`src/rtl/video_frame_monitor.sv`:
```
`default_nettype none
// video_frame_monitor: per-frame line/pixel/non-zero counter and geometry checker for vsync/href/clken video.
// Optional build macro MONITOR_CRC_EN adds a CRC-16-CCITT of each frame's pixel stream.
module video_frame_monitor #(
  parameter int IMG_HDISP   = 640,
  parameter int IMG_VDISP   = 480,
  parameter int DATA_WIDTH  = 8,
  parameter int FRAME_CNT_W = 16,
`ifdef MONITOR_CRC_EN
  parameter logic [15:0] EXP_CRC = 16'h0000,
`endif
  localparam int LW = $clog2(IMG_VDISP + 2),
  localparam int PW = $clog2(IMG_HDISP * IMG_VDISP + 1)
) (
  input  logic                   clk,
  input  logic                   rst,
  input  logic                   per_frame_vsync,
  input  logic                   per_frame_href,
  input  logic                   per_frame_clken,
  input  logic [DATA_WIDTH-1:0]  per_img_data,
  output logic                   frame_done,
  output logic [FRAME_CNT_W-1:0] frame_cnt,
  output logic [LW-1:0]          line_cnt,
  output logic [LW-1:0]          bad_line_cnt,
  output logic [PW-1:0]          nz_pix_cnt,
  output logic                   frame_ok
`ifdef MONITOR_CRC_EN
  ,
  output logic [15:0]            crc_out
`endif
);

  localparam int HW = $clog2(IMG_HDISP + 2);

  localparam logic [1:0] S_IDLE   = 2'd0;
  localparam logic [1:0] S_ACTIVE = 2'd1;
  localparam logic [1:0] S_REPORT = 2'd2;

  localparam logic [HW-1:0] PIX_SAT  = HW'(IMG_HDISP + 1);
  localparam logic [HW-1:0] PIX_EXP  = HW'(IMG_HDISP);
  localparam logic [LW-1:0] LINE_EXP = LW'(IMG_VDISP);
  localparam logic [LW-1:0] LINE_MAX = '1;
  localparam logic [PW-1:0] NZ_MAX   = '1;

  logic [1:0]             state_q, state_d;
  logic                   vs_dly_q, vs_dly_d;
  logic                   hs_dly_q, hs_dly_d;
  logic [HW-1:0]          line_pix_q, line_pix_d;
  logic [LW-1:0]          line_acc_q, line_acc_d;
  logic [LW-1:0]          bad_acc_q, bad_acc_d;
  logic [PW-1:0]          nz_acc_q, nz_acc_d;
  logic [LW-1:0]          line_cnt_q, line_cnt_d;
  logic [LW-1:0]          bad_line_cnt_q, bad_line_cnt_d;
  logic [PW-1:0]          nz_pix_cnt_q, nz_pix_cnt_d;
  logic [FRAME_CNT_W-1:0] frame_cnt_q, frame_cnt_d;
  logic                   frame_ok_q, frame_ok_d;

  logic          vs_rise, hs_fall, pix_vld, pix_nz;
  logic          counting, closing, evt_pix, evt_close;
  logic          crc_ok;
  logic [HW-1:0] line_pix_b, pix_sum;
  logic [LW-1:0] line_acc_b, bad_acc_b;
  logic [PW-1:0] nz_acc_b;

  assign vs_rise   = per_frame_vsync & ~vs_dly_q;
  assign hs_fall   = ~per_frame_href & hs_dly_q;
  assign pix_vld   = per_frame_href & per_frame_clken;
  assign pix_nz    = |per_img_data;
  assign counting  = (state_q != S_IDLE);
  assign closing   = (state_q == S_ACTIVE) & vs_rise;
  assign evt_pix   = counting & pix_vld;
  // A line still open at the closing vsync edge is closed into that frame.
  assign evt_close = counting & (hs_fall | (closing & per_frame_href));
  assign vs_dly_d  = per_frame_vsync;
  assign hs_dly_d  = per_frame_href;

  always_ff @(posedge clk or posedge rst) begin
    if (rst) state_q <= S_IDLE;
    else     state_q <= state_d;
  end

  always_comb begin
    state_d = state_q;
    case (state_q)
      S_IDLE:   if (vs_rise) state_d = S_ACTIVE;
      S_ACTIVE: if (vs_rise) state_d = S_REPORT;
      S_REPORT: state_d = S_ACTIVE;
      default:  state_d = S_IDLE;
    endcase
  end

  always_comb begin
    frame_done = (state_q == S_REPORT);
  end

  // REPORT starts a fresh frame, so its events accumulate from zero.
  always_comb begin
    line_pix_b = '0;
    line_acc_b = '0;
    bad_acc_b  = '0;
    nz_acc_b   = '0;
    if (state_q == S_ACTIVE) begin
      line_pix_b = line_pix_q;
      line_acc_b = line_acc_q;
      bad_acc_b  = bad_acc_q;
      nz_acc_b   = nz_acc_q;
    end

    pix_sum = line_pix_b;
    if (evt_pix && line_pix_b != PIX_SAT) pix_sum = line_pix_b + 1'b1;

    line_pix_d = evt_close ? '0 : pix_sum;
    line_acc_d = line_acc_b;
    if (evt_close && line_acc_b != LINE_MAX) line_acc_d = line_acc_b + 1'b1;
    bad_acc_d = bad_acc_b;
    if (evt_close && pix_sum != PIX_EXP && bad_acc_b != LINE_MAX) bad_acc_d = bad_acc_b + 1'b1;
    nz_acc_d = nz_acc_b;
    if (evt_pix && pix_nz && nz_acc_b != NZ_MAX) nz_acc_d = nz_acc_b + 1'b1;
  end

  always_comb begin
    line_cnt_d     = line_cnt_q;
    bad_line_cnt_d = bad_line_cnt_q;
    nz_pix_cnt_d   = nz_pix_cnt_q;
    frame_cnt_d    = frame_cnt_q;
    frame_ok_d     = frame_ok_q;
    if (closing) begin
      line_cnt_d     = line_acc_d;
      bad_line_cnt_d = bad_acc_d;
      nz_pix_cnt_d   = nz_acc_d;
      frame_cnt_d    = frame_cnt_q + 1'b1;
      frame_ok_d     = (line_acc_d == LINE_EXP) && (bad_acc_d == '0) && crc_ok;
    end
  end

  always_ff @(posedge clk or posedge rst) begin
    if (rst) begin
      vs_dly_q       <= 1'b0;
      hs_dly_q       <= 1'b0;
      line_pix_q     <= '0;
      line_acc_q     <= '0;
      bad_acc_q      <= '0;
      nz_acc_q       <= '0;
      line_cnt_q     <= '0;
      bad_line_cnt_q <= '0;
      nz_pix_cnt_q   <= '0;
      frame_cnt_q    <= '0;
      frame_ok_q     <= 1'b0;
    end else begin
      vs_dly_q       <= vs_dly_d;
      hs_dly_q       <= hs_dly_d;
      line_pix_q     <= line_pix_d;
      line_acc_q     <= line_acc_d;
      bad_acc_q      <= bad_acc_d;
      nz_acc_q       <= nz_acc_d;
      line_cnt_q     <= line_cnt_d;
      bad_line_cnt_q <= bad_line_cnt_d;
      nz_pix_cnt_q   <= nz_pix_cnt_d;
      frame_cnt_q    <= frame_cnt_d;
      frame_ok_q     <= frame_ok_d;
    end
  end

  assign frame_cnt    = frame_cnt_q;
  assign line_cnt     = line_cnt_q;
  assign bad_line_cnt = bad_line_cnt_q;
  assign nz_pix_cnt   = nz_pix_cnt_q;
  assign frame_ok     = frame_ok_q;

`ifdef MONITOR_CRC_EN
  localparam int BW = ((DATA_WIDTH + 7) / 8) * 8;

  logic [15:0]   crc_q, crc_d, crc_b;
  logic [15:0]   crc_out_q, crc_out_d;
  logic [BW-1:0] pix_pad;

  function automatic logic [15:0] crc_step(input logic [15:0] c_in, input logic [BW-1:0] d);
    logic [15:0] c;
    logic        fb;
    c = c_in;
    for (int i = BW - 1; i >= 0; i--) begin
      fb = c[15] ^ d[i];
      c  = {c[14:0], 1'b0};
      if (fb) c = c ^ 16'h1021;
    end
    return c;
  endfunction

  assign pix_pad = BW'(per_img_data);

  always_comb begin
    crc_b     = (state_q == S_ACTIVE) ? crc_q : 16'hFFFF;
    crc_d     = evt_pix ? crc_step(crc_b, pix_pad) : crc_b;
    crc_out_d = closing ? crc_d : crc_out_q;
    crc_ok    = (EXP_CRC == 16'h0000) || (crc_d == EXP_CRC);
  end

  // crc_q holds the CRC seed while idle.
  always_ff @(posedge clk or posedge rst) begin
    if (rst) begin
      crc_q     <= 16'hFFFF;
      crc_out_q <= '0;
    end else begin
      crc_q     <= crc_d;
      crc_out_q <= crc_out_d;
    end
  end

  assign crc_out = crc_out_q;
`else
  assign crc_ok = 1'b1;
`endif

endmodule
`default_nettype wire

```
`config.mk`:
```
export PLATFORM = sky130hd
export DESIGN_NAME = video_frame_monitor
export DESIGN_NICKNAME = d
export VERILOG_FILES = /design/src/rtl/video_frame_monitor.sv
export SDC_FILE = /design/constraint.sdc
export NUM_CORES = 1
export LEC_CHECK = 0
export CORE_AREA = 2 2 172 106
export DETAILED_ROUTE_END_ITERATION = 16
export DIE_AREA = 0 0 174 108
export GPL_ROUTABILITY_DRIVEN = 0
export GPL_TIMING_DRIVEN = 0
export HOLD_SLACK_MARGIN = 0.1
export PLACE_DENSITY_LB_ADDON = 0.2
export SLEW_MARGIN = 20
export SYNTH_ARGS = -nofsm -noshare
export SYNTH_HDL_FRONTEND = slang
export SYNTH_SLANG_ARGS = --single-unit
```
`constraint.sdc`:
```
create_clock -name clk -period 3.5 [get_ports clk]
set_input_delay 0.875 -clock clk [delete_from_list [all_inputs] [get_ports clk]]
set_output_delay 0.875 -clock clk [all_outputs]
set_load 0.05 [all_outputs]
```
## After elaboration in Yosys (flattened, before gate mapping)

Index checks and enable logic that the tools add are counted.

| storage, ports and cells | value |
|---|---|
| bits of input ports | 13 |
| RAM bits | 0 |
| register bits after elaboration | 105 |
| bits in latches | 0 |
| memory bits (read-only) | 0 |
| memories kept | 0 |

| operators by class | value |
|---|---|
| equal/unequal tests | 10 |
| $mul | 0 |
| magnitude comparators | 0 |
| bitwise gates (word level) | 10 |
| multiplexer cells | 12 |
| shift operators | 0 |
| reduce and logical (&&, ||, !) cells | 12 |
| $add $sub $neg | 5 |
| divide/modulo/power cells | 0 |

Operators by type and width:

| cell | number |
|---|---|
| 2-to-1 mux 19 bit | 2 |
| 2-to-1 mux 9 bit | 4 |
| 2-to-1 mux 10 bit | 3 |
| inequality test 10 bit (second input constant) | 2 |
| adder 19 x 1 -> 19 bit (second input constant) | 1 |
| inequality test 19 bit (second input constant) | 1 |
| adder 9 x 1 -> 9 bit (second input constant) | 2 |
| inequality test 9 bit (second input constant) | 2 |
| adder 16 x 1 -> 16 bit (second input constant) | 1 |
| adder 10 x 1 -> 10 bit (second input constant) | 1 |
| == test 9 bit (second input constant) | 1 |
| zero test 9 bit | 1 |
| OR reduction 8 bit | 1 |
| AND 1 bit | 7 |
| logical AND 1 bit | 7 |
| case mux 2 bit (3 select lines) | 1 |
| 2-to-1 mux 2 bit | 2 |
| inequality test 2 bit (second input constant) | 2 |
| == test 2 x 1 -> 1 bit (second input constant) | 1 |
| == test 2 bit (second input constant) | 1 |
| zero test 2 bit | 1 |
| inverter 1 bit | 2 |
| AND reduction 2 bit | 1 |
| nonzero test 2 bit | 1 |
| bitwise OR 1 bit | 1 |

## Logic depth before layout (Yosys ltp)

Gate-level depths: netlist (run 1).

| depth | value |
|---|---|
| word-level depth | 11 |
| mapped depth | 19 |

## Least setup slack after synthesis (run 1)

Ideal clock, no wire load.

| path | value |
|---|---|
| path type | flip-flop to flip-flop |
| start | reg state_q[0] |
| end | reg frame_ok_q (netlist: frame_ok) |
| required time | 3434 ps |
| period minus slack after synthesis | 3460 ps |
| cell stages (with the launch flop) | 20 |
| arrival time | 3394 ps |
| setup slack | 40 ps |
| library setup time | 66 ps |
| path through | dfrtp_1 buf_4 nor2b_1 buf_2 buf_4 buf_4 clkbuf_1 nand2_1 inv_1 ha_1 nand3_1 nor2_1 ha_1 nand4b_1 or4_1 a21oi_1 nand4b_1 a2111oi_2 nand4_1 nand2_1 |

| between the ends | value |
|---|---|
| elaborated cells between the ends (all ways) | 27 |
| those cells by class | 3 x add/sub; 6 x eq/ne; 6 x mux; 5 x bitwise; 7 x reduce/logical |

RTL lines:

| item | RTL line | text |
|---|---|---|
| start, declared | 45 | `logic [1:0] state_q, state_d;` |
| start signal, assigned | 79 | `else state_q <= state_d;` |
| branches (longest 6 deep; another with adder 9 x 1 -> 9 bit) | n/a |  |
| 2-to-1 mux 9 bit * | 114 | `if (evt_close && line_acc_b != LINE_MAX) line_acc_d = line_acc_b + 1'b1;` |
| named net line_acc_d[5] | 49 | `logic [LW-1:0] line_acc_q, line_acc_d;` |
| == test 9 bit * | 132 | `frame_ok_d = (line_acc_d == LINE_EXP) && (bad_acc_d == '0) && crc_ok;` |
| logical AND 1 bit * | 132 |  |
| end signal, assigned | 160 | `frame_ok_q <= frame_ok_d;` |
| end, declared | 56 | `logic frame_ok_q, frame_ok_d;` |

Mark *: on every way through the listed nets, which the timed path passes.
A chain may end at the register's enable or synchronous reset.

## Final worst setup path (run 1)

| path | value |
|---|---|
| start | reg state_q[0] |
| end | reg frame_ok_q (netlist: frame_ok) |

| between the ends | value |
|---|---|
| longest elaborated chain between the ends | 11 |
| elaborated cells between the ends (all ways) | 27 |
| those cells by class | 3 x add/sub; 6 x eq/ne; 6 x mux; 5 x bitwise; 7 x reduce/logical |

Ends and longest elaborated chain:

| item |
|---|
| branches (longest 11 deep; another with adder 10 x 1 -> 10 bit) |

Parallel ways; which one is timed is not known.

==> results of run 1 <==
==> power breakdown <==
group          internal [mW]  switching [mW]
clock                  0.503           0.503
sequential              1.33           0.101
combinational          0.486           0.871
==> stage by stage <==
stage               total power [mW]  util [%]  TNS (ns)  hold slack, ns
finish                         3.794     39.53         0          0.4762
global route                   3.981     39.53   -0.1144          0.5095
CTS                            3.791     38.62         0          0.4757
detailed placement             2.638     35.90    -15.88          0.4648
global placement               2.610     35.55    -12.59          0.4605
floorplan                      2.209         -         0          0.4744
==> metal layers <==
metal / up-vias / wire length, um
li1: 1978 / -
met2: 65 / 5837
met1: 2046 / 7219
met4: 0 / 85
met3: 10 / 517
met5: - / 0
==> how the worst min path moves through the flow <==
stage	from	end	slack [ns]	cells past startpoint
after floorplan	nz_acc_q[18]	nz_acc_q[18]	0.47	2
after global placement	frame_cnt[15]	frame_cnt[15]	0.46	1
after detailed placement	frame_cnt[15]	frame_cnt[15]	0.46	1
after CTS	frame_cnt[15]	frame_cnt[15]	0.48	1
after global routing	nz_pix_cnt[4]	nz_pix_cnt[4]	0.51	2
final	frame_cnt[15]	frame_cnt[15]	0.48	1
==> state kept, by name (all words and copies together), names as in the netlist <==
register,cells
vs_dly_q,1
state_q,2
hs_dly_q,1
nz_pix_cnt,19
line_pix_q,10
line_cnt,9
nz_acc_q,19
bad_acc_q,9
frame_ok,1
line_acc_q,9
bad_line_cnt,9
frame_cnt,16
==> placed cells by master, fill, tap and decap left out, types with 4 or more instances in the layout <==
cell	count
mux2_2	10
and3_1	6
nand2_1	82
xnor2_1	24
nor4_1	7
nor2b_1	4
clkbuf_1	10
buf_4	19
ha_1	5
buf_12	5
dfrtp_1	105
nand2b_1	6
nor3_1	5
o21ai_0	22
nand3_1	21
inv_1	10
nor2_1	66
clkdlybuf4s50_1	67
clkbuf_16	10
buf_1	4
nand4_1	19
mux2i_1	7
a21oi_1	5
and2_1	7
xor2_1	21
==> critical path, stage by stage, from the launching register on <==
cell	delay, ns
dfrtp_1	0.37
buf_6	0.11
nor2b_1	0.12
buf_4	0.15
buf_12	0.14
clkbuf_16	0.16
buf_12	0.13
and2_1	0.15
ha_1	0.21
or4b_4	0.22
nor3_4	0.04
a221o_2	0.40
and4_1	0.21
buf_6	0.14
o31a_2	0.35
o21ai_2	0.22
nand4_1	0.16
nand2_1	0.09
==> cell usage after synthesis, types with 3 or more instances <==
master | instances | area (um2)
a211oi_1 | 3 | 22.52
a21oi_1 | 6 | 30.03
and2_1 | 7 | 43.79
and3_1 | 6 | 37.54
and4_1 | 3 | 26.28
buf_1 | 4 | 15.01
buf_4 | 4 | 30.03
clkbuf_1 | 10 | 37.54
dfrtp_1 | 105 | 2628
ha_1 | 7 | 87.58
inv_1 | 11 | 41.29
mux2_2 | 10 | 112.6
mux2i_1 | 7 | 70.07
nand2_1 | 84 | 315.3
nand2b_1 | 6 | 37.54
nand3_1 | 21 | 105.1
nand4_1 | 19 | 118.9
nor2_1 | 67 | 251.5
nor2b_1 | 4 | 25.02
nor3_1 | 7 | 35.03
nor4_1 | 10 | 62.56
o21ai_0 | 22 | 110.1
o21ai_1 | 3 | 15.01
or3_1 | 3 | 18.77
or4_1 | 3 | 22.52
xnor2_1 | 24 | 210.2
xor2_1 | 22 | 192.7
==> timing repair <==
| action | in CTS | in global routing |
|---|---|---|
| hold endpoints to repair | 0 | 0 |
| resized for setup | 19 | 16 |
| endpoints found under the setup margin | 58 | 26 |
| buffers inserted | 11 | 7 |
| pin swaps | 7 | 7 |
==> final cells by class <==
cell class	instances	share of cell area (%)
flip-flops and latches	105	39.02
multi-input cells	379	36.38
repair buffers	88	13.04
well taps	234	4.348
clock buffers	10	3.400
plain buffers	20	2.118
clock inverters	6	0.9104
inverters	13	0.7804
==> logic make-up (layout without fill, tap and decap cells) <==
kind of cell | count (synthesis) | after routing | share of synthesized area [%]
compound gates | 52 | 52 | 6.663
xor+xnor | 46 | 46 | 7.917
mux | 18 | 18 | 3.885
simple gates | 256 | 256 | 25.06
flops | 105 | 105 | 51.64
buf+inv | 34 | 137 | 3.123
fa+ha+maj | 7 | 7 | 1.721
==> key figures, run 1 <==
Flow run
  – Max-cap violations: 0

Floorplanning
  – Initial Util: 29.87%
  – Top Ports: 68
  – FP Rows: 37
  – Core Region: 17040 um2
  – Die width: 174 um
  – Die H: 108 um
  – Die area: 18790 um2

GRT
  – Initial antenna violation count: 0
  – Grt ovf: 0
  – GR met2 Demand/Resource: 21.83%
  – Number of global-route vias before repair: 4092
  – GR Layer Usage met3: 3.024%
  – GRT busiest layer: met1
  – Largest net degree at the start of global routing: 32
  – First-pass GRT wire length: 21850 um
  – Routing usage on met1: 22.20%
  – GRT Overall Usage: 14.70%

Logic synthesis
  – Prevailing post-synth register cell: dfrtp_1
  – Async SR Flop Fraction: 100.0%
  – Count of cell types in the netlist: 57
  – Post-synth EDFFs: 0
  – Avg Cell Area, Syn: 9.824 um2
  – Mapped Area: 5089 um2
  – Post-synthesis sequential area ratio: 51.64%
  – Synth warn: 0
  – Yosys reg bits: 105
  – Post-Syn Instances: 518
  – Syn_nets: 538

Timing
  – Final worst slack: 0.08404 ns
  – Clk_skew: 0.007488 ns
  – Tmin final: 3.416 ns
  – Max_slew headroom: 51.83%
  – RSZ-0062 raised after global routing: true
  – Final setup viols: 0
  – Period utilization: 97.60%
  – Final Hold Vio Count: 0
  – Pins Over Slew Limit: 0
  – Worst-margin pin slew: 0.7226 ns
  – Max Freq: 292.7 MHz

Clocking
  – TritonCTS clock tree: yes
  – Clock sinks: 105
  – Clk_lat worst skew: 0.35 ns
  – H-tree levels: 3
  – Clock tree root buffer cell: clkbuf_16
  – Max clock buf depth: 2
  – Reg clk slew, reported paths: 0.08 ns
  – CTS Buf Count: 9
  – # hold bufs at CTS: 0

Finish
  – Layout cell share with drive strength beyond 1: 14.49%
  – Register area: 2628 um2
  – Fillcell total: 1707
  – Cell Count, Final, Fillers Out: 855
  – # diodes: 0
  – Post-layout instance area: 6734 um2
  – Multi-input gate area: 2450 um2
  – Fin nets: 636
  – Area added between synthesis and finish: 32.33%

Worst setup path
  – Worst Reg-to-Reg Cells: 17
  – CP arrival: 3.70 ns
  – Critical path launch point type: flop
  – Required @ worst endpoint: 3.79 ns
  – Crit Reg-Reg Startpoint: state_q[0]
  – Reg2reg end: frame_ok
  – Crit path capture type: flop
  – Setup crit end: frame_ok
  – CP Launch Point: state_q[0]
  – Setup CP Type: flop to flop
  – CP max FO: 13
  – Slack of the worst reg-to-reg path: 0.08 ns

Min path
  – HP Class: flop to flop

Placement
  – Placed Cells: 822
  – Placement Setup Slack: -0.8804 ns
  – # port buffers: 67
  – Final HPWL DP: 9825 um
  – Placement Cell Area: 6116 um2

Drt
  – Via count: 4099
  – Detailed router's first-iteration violation count: 209
  – DR vias/cell: 4.794
  – DRC viols: 0
  – WL per Instance: 15.98 um
  – Number of routed nets with antenna violations: 0
  – TritonRoute pass-1 iters: 4
  – Final wirelength: 13660 um

Power and ir drop
  – P per Cell Area: 563.4 nW/um2
  – Leak: 2.832 nW
  – VDD IR-drop max: 0.2952 mV

Status
  – Status: finished, final reports clean
Power figures use the tool's default switching activity.
==> inputs of run 2 (changes only) <==
- CORE_AREA: 2 2 172 106 -> 4 4 174 108
- DIE_AREA: 0 0 174 108 -> 0 0 178 112
==> key figures, run 2 (same netlist as run 1, synthesis figures left out) <==
Finish
  – Layout cell share with drive strength beyond 1: 14.33% (was 14.49%)
  – # diodes: 0 (unchanged)
  – Most frequent cells in the layout: 105 x dfrtp_1, 83 x nand2_1, 67 x clkdlybuf4s50_1, 65 x nor2_1, 24 x xnor2_1 (was 105 x dfrtp_1, 82 x nand2_1, 67 x clkdlybuf4s50_1, 66 x nor2_1, 24 x xnor2_1)
  – Cell Count, Final, Fillers Out: 855 (unchanged)
  – Fin nets: 636 (unchanged)
  – Post-layout instance area: 6760 um2 (was 6734 um2)
  – Area added between synthesis and finish: 32.85% (was 32.33%)
  – Multi-input gate area: 2445 um2 (was 2450 um2)
  – Register area: 2628 um2 (unchanged)
  – Commonest non-fill, non-tap cell in the layout: dfrtp_1 (unchanged)
  – Fillcell total: 1656 (was 1707)

GRT
  – Grt ovf: 0 (unchanged)
  – Initial antenna violation count: 0 (unchanged)
  – First-pass GRT wire length: 21760 um (was 21850 um)
  – Largest net degree at the start of global routing: 34 (was 32)
  – Number of global-route vias before repair: 4092 (unchanged)
  – GRT Overall Usage: 13.74% (was 14.70%)

Clocking
  – Clk_lat worst skew: 0.35 ns (about the same)
  – Max clock buf depth: 2 (unchanged)
  – H-tree levels: 3 (unchanged)
  – Reg clk slew, reported paths: 0.08 ns (about the same)
  – CTS Buf Count: 9 (unchanged)
  – # hold bufs at CTS: 0 (unchanged)
  – Clock tree root buffer cell: clkbuf_16 (unchanged)
  – Clock sinks: 105 (unchanged)
  – TritonCTS clock tree: yes (unchanged)

Timing
  – Pins Over Slew Limit: 0 (unchanged)
  – Final setup viols: 0 (unchanged)
  – Clk_skew: 0.01056 ns (was 0.007488 ns)
  – Tmin final: 3.361 ns (was 3.416 ns)
  – Period utilization: 96.02% (was 97.60%)
  – Max Freq: 297.6 MHz (was 292.7 MHz)
  – Final Hold Vio Count: 0 (unchanged)
  – RSZ-0062 raised after global routing: true (unchanged)
  – Worst-margin pin slew: 0.7939 ns (was 0.7226 ns)
  – TNS Setup: 0 ns (unchanged)
  – WHS: 0.4700 ns (was 0.4762 ns)
  – Max_slew headroom: 47.08% (was 51.83%)

Power and ir drop
  – Leak: 2.857 nW (was 2.832 nW)
  – Clock power frac: 26.4% (was 26.5%)
  – Switching share of power: 38.67% (was 38.89%)
  – P per Cell Area: 572.3 nW/um2 (was 563.4 nW/um2)
  – Gate power share: 36.5% (was 35.7%)
  – Power Total: 3.869 mW (was 3.794 mW)
  – Internal: 2.373 mW (was 2.319 mW)
  – Sequential power share: 37.1% (was 37.7%)
  – VDD IR-drop max: 0.2791 mV (was 0.2952 mV)
  – P_sw: 1.496 mW (was 1.476 mW)

Drt
  – Final wirelength: 13750 um (was 13660 um)
  – DR vias/cell: 4.709 (was 4.794)
  – DRC viols: 0 (unchanged)
  – Number of routed nets with antenna violations: 0 (unchanged)
  – TritonRoute pass-1 iters: 4 (unchanged)
  – Detailed router's first-iteration violation count: 261 (was 209)
  – WL per Instance: 16.08 um (was 15.98 um)
  – Via count: 4026 (was 4099)

Floorplanning
  – Die width: 178 um (was 174 um)
  – Die H: 112 um (was 108 um)
  – Die area: 19940 um2 (was 18790 um2)
  – Core Region: 17080 um2 (was 17040 um2)
  – Initial Util: 29.79% (was 29.87%)
  – FP Rows: 37 (unchanged)
  – Top Ports: 68 (unchanged)

Placement
  – Final HPWL DP: 9846 um (was 9825 um)
  – # port buffers: 67 (unchanged)
  – Placed Cells: 822 (unchanged)
  – Placement Cell Area: 6116 um2 (unchanged)

Flow run
  – Max-cap violations: 0 (unchanged)

Worst setup path
  – CP max FO: 5 (was 13)
  – Crit path capture type: flop (unchanged)
  – Required @ worst endpoint: 3.78 ns (was 3.79 ns)
  – Worst Reg-to-Reg Cells: 17 (unchanged)
  – CP arrival: 3.65 ns (was 3.70 ns)
  – Setup CP Type: flop to flop (unchanged)
  – Critical path launch point type: flop (unchanged)

Status
  – Status: finished, final reports clean (unchanged)

Min path
  – HP Class: flop to flop (unchanged)
  – Hold Path Depth: 1 (unchanged)
run 2: cell count changes in the layout (fill, tap and decap cells not counted), sizes merged:
cell and change:
clkbuf +2, buf -2
run 2: through the flow:
step,util [%],setup WS [ns]
after floorplan,-,0.04043
after global placement,35.45,-0.8154
after detailed placement,35.80,-0.8814
after CTS,38.43,0.01587
after global routing,39.57,-0.01861
final,39.57,0.1393
run 2: power groups by stage:
stage                     registers, mW  clock network (mW)  logic [mW]
final                              1.43                1.02        1.41
after global routing               1.45                1.11        1.50
after CTS                          1.43                1.05        1.26
after detailed placement           1.46                   0        1.19
after global placement             1.45                   0        1.16
after floorplan                    1.73                   0       0.481
run 2: final cells by class:
cell class / instances / area share, %
plain buffers: 19 / 1.999
clock buffers: 10 / 3.535
clock inverters: 6 / 0.8329
inverters: 13 / 0.7773
multi-input cells: 379 / 36.17
flip-flops and latches: 105 / 38.87
well taps: 234 / 4.331
repair buffers: 89 / 13.49
run 2: final timing paths:
kind	startpoint	endpoint	slack, ns
worst min register to register	frame_cnt[15]	frame_cnt[15]	0.47
worst max-delay path	state_q[0]	frame_ok	0.14
worst min-delay path	frame_cnt[15]	frame_cnt[15]	0.47
max in group asynchronous	rst	vs_dly_q	1.58
worst max register to register	state_q[0]	frame_ok	0.14
min in group asynchronous	rst	line_cnt[7]	0.93
run 2: repair_timing:
action                                  CTS  global route
endpoints found under the setup margin   57            38
setup buffers                             8             8
resized for setup                        21            16
cloned                                    0             3
pin swaps                                 4             8
run 2: worst max-delay path, stage by stage (launching register included):
cell	delay, ns
dfrtp_1	0.38
buf_6	0.13
nor2b_4	0.16
buf_12	0.14
clkbuf_16	0.16
nand2_4	0.07
inv_2	0.04
ha_4	0.17
nand3_2	0.08
nor2_2	0.05
ha_4	0.16
nand4b_1	0.22
or4_4	0.59
a21oi_4	0.17
nand4b_1	0.19
a2111oi_4	0.36
nand4_1	0.14
nand2_1	0.08
run 2: layer usage:
metal	global-route usage [%]	routed length, um
met1	20.53	7083
met2	20.57	5927
met3	3.258	675
met4	2.214	63
met5	0	0
==> inputs of run 3 (changes only) <==
- HOLD_SLACK_MARGIN: 0.1 -> 0.15
- REMOVE_ABC_BUFFERS: default -> 1
- SKIP_LAST_GASP: default -> 1
==> key figures, run 3 (same netlist as run 1, synthesis figures left out) <==
Status
  – Status: finished, final reports clean (unchanged)

Timing
  – Max Freq: 296.7 MHz (was 297.6 MHz)
  – Period utilization: 96.28% (was 96.02%)
  – Pins Over Slew Limit: 0 (unchanged)
  – Worst-margin pin slew: 0.8516 ns (was 0.7939 ns)
  – Clk_skew: 0.007509 ns (was 0.01056 ns)
  – Tmin final: 3.370 ns (was 3.361 ns)
  – Final setup viols: 0 (unchanged)
  – Final Hold Vio Count: 0 (unchanged)
  – TNS Setup: 0 ns (unchanged)
  – Max_slew headroom: 42.75% (was 47.08%)
  – RSZ-0062 raised after global routing: true (unchanged)

Worst setup path
  – Crit Reg-Reg Startpoint: state_q[0] (unchanged)
  – Required @ worst endpoint: 3.79 ns (was 3.78 ns)
  – Worst Reg-to-Reg Cells: 13 (was 17)
  – Crit path capture type: flop (unchanged)
  – Critical path launch point type: primary input (was flop)
  – Reg2reg end: frame_ok (unchanged)
  – Slack of the worst reg-to-reg path: 0.13 ns (was 0.14 ns)
  – CP arrival: 3.66 ns (was 3.65 ns)
  – Setup CP Type: primary input to flop (was flop to flop)
  – CP max FO: 11 (was 5)

Min path
  – Hold Path Depth: 2 (was 1)
  – HP Class: flop to flop (unchanged)
  – End of the worst hold path: frame_ok (was frame_cnt[15])
  – Hold_sp: frame_ok (was frame_cnt[15])

Drt
  – Uppermost layer routed: met4 (unchanged)
  – Wl on met1: 6046 um (was 7083 um)
  – TritonRoute pass-1 iters: 4 (unchanged)
  – DR vias/cell: 4.688 (was 4.709)
  – Final wirelength: 11930 um (was 13750 um)
  – Met2 wire len: 5275 um (was 5927 um)
  – DRC viols: 0 (unchanged)
  – Number of routed nets with antenna violations: 0 (unchanged)
  – WL per Instance: 14.50 um (was 16.08 um)
  – Via count: 3858 (was 4026)
  – Detailed router's first-iteration violation count: 284 (was 261)
  – Met3 wire length: 505 um (was 675 um)

GRT
  – Initial antenna violation count: 0 (unchanged)
  – Grt ovf: 0 (unchanged)
  – First-pass GRT wire length: 20160 um (was 21760 um)
  – Largest net degree at the start of global routing: 61 (was 34)
  – GRT Overall Usage: 12.50% (was 13.74%)
  – Number of global-route vias before repair: 3916 (was 4092)

Finish
  – Area added between synthesis and finish: 26.28% (was 32.85%)
  – Cell Count, Final, Fillers Out: 823 (was 855)
  – Commonest non-fill, non-tap cell in the layout: dfrtp_1 (unchanged)
  – Layout cell share with drive strength beyond 1: 10.87% (was 14.33%)
  – # diodes: 0 (unchanged)
  – Post-layout instance area: 6426 um2 (was 6760 um2)
  – Final core occ: 37.62% (was 39.57%)
  – Most frequent cells in the layout: 103 x dfrtp_1, 83 x nand2_1, 67 x nor2_1, 67 x clkdlybuf4s50_1, 24 x xnor2_1 (was 105 x dfrtp_1, 83 x nand2_1, 67 x clkdlybuf4s50_1, 65 x nor2_1, 24 x xnor2_1)
  – Fin nets: 604 (was 636)

Clocking
  – Clock tree root buffer cell: clkbuf_16 (unchanged)
  – H-tree levels: 3 (unchanged)
  – CTS Buf Count: 9 (unchanged)
  – Clk_lat worst skew: 0.35 ns (about the same)
  – Reg clk slew, reported paths: 0.07 ns (was 0.08 ns)
  – Max clock buf depth: 2 (unchanged)
  – TritonCTS clock tree: yes (unchanged)
  – Clock sinks: 105 (unchanged)

Power and ir drop
  – VDD IR-drop max: 0.2830 mV (was 0.2791 mV)
  – P per Cell Area: 559.2 nW/um2 (was 572.3 nW/um2)
  – Switching share of power: 38.04% (was 38.67%)
  – Sequential power share: 39.9% (was 37.1%)
  – Internal: 2.227 mW (was 2.373 mW)
  – P_sw: 1.367 mW (was 1.496 mW)
  – Leak: 2.708 nW (was 2.857 nW)
  – Clock power frac: 27.7% (was 26.4%)
  – Power Total: 3.594 mW (was 3.869 mW)
  – Gate power share: 32.3% (was 36.5%)

Floorplanning
  – Core Region: 17080 um2 (unchanged)
  – Top Ports: 68 (unchanged)
  – FP Rows: 37 (unchanged)
  – Die area: 19940 um2 (unchanged)
  – Initial Util: 29.79% (unchanged)
  – Die width: 178 um (unchanged)
  – Die H: 112 um (unchanged)

Flow run
  – Max-cap violations: 0 (unchanged)

Placement
  – Final HPWL DP: 8270 um (was 9846 um)
  – # port buffers: 67 (unchanged)
  – Placement Cell Area: 6040 um2 (was 6116 um2)
  – Placed Cells: 801 (was 822)
## run 3: worst max-delay path by stage
stage / start / to / slack (ns) / cells after the start
after global placement: state_q[0] / frame_cnt[15] / -3.36 / 7
after floorplan: state_q[0] / frame_cnt[13] / -0.82 / 7
after CTS: state_q[0] / frame_ok / -0.09 / 13
final: per_frame_href / frame_ok / 0.13 / 9
after global routing: state_q[0] / frame_ok / -0.05 / 14
after detailed placement: per_frame_href / nz_pix_cnt[15] / -0.57 / 9
## run 3: critical path, stage by stage
cell and delay (ns):
clkdlybuf4s50_1 0.54, nor2b_1 0.25, a21oi_1 0.21, nor3_1 0.71, mux2i_1 0.26, nand4_1 0.17, a2111oi_4 0.41, nand4_1 0.14
nand2_1 0.08
## run 3: per-layer routing
layer | global-route usage, % | up-vias
met5 | 0 | -
met4 | 2.729 | 0
met3 | 3.156 | 8
met2 | 18.26 | 68
met1 | 18.62 | 1863
li1 | - | 1919
## run 3: area by class of cell
type / instances / area [um2]
tap: 234 / 292.8
clock inverter: 7 / 60.06
timing repair buffer: 76 / 790.8
clock buffer: 9 / 225.2
multi-input combinational: 379 / 2371
sequential: 105 / 2630
inverter: 13 / 56.30
fill: 1692 / 10660
## run 3: timing repair
action | in CTS | in global routing
pin swaps | 1 | 2
endpoints found under the setup margin | 20 | 24
hold buffers | 0 | 0
setup buffers | 0 | 6
gates resized for setup | 7 | 5
hold endpoints to repair | 0 | 0
## run 3: power groups by stage
stage,logic (mW),registers [mW],clock network [mW]
2_1_floorplan,0.411,1.74,0
3_3_place_gp,1.04,1.48,0
3_5_place_dp,1.11,1.48,0
4_1_cts,1.12,1.46,1.03
5_1_grt,1.26,1.46,1.08
6_report,1.16,1.44,0.997
## run 3: through the flow
step	hold WS, ns	setup WS [ns]
2_1_floorplan	0.4744	-0.8244
3_3_place_gp	0.4546	-3.356
3_5_place_dp	0.4689	-0.5703
4_1_cts	0.4858	-0.09398
5_1_grt	0.4996	-0.05146
6_report	0.4755	0.1301
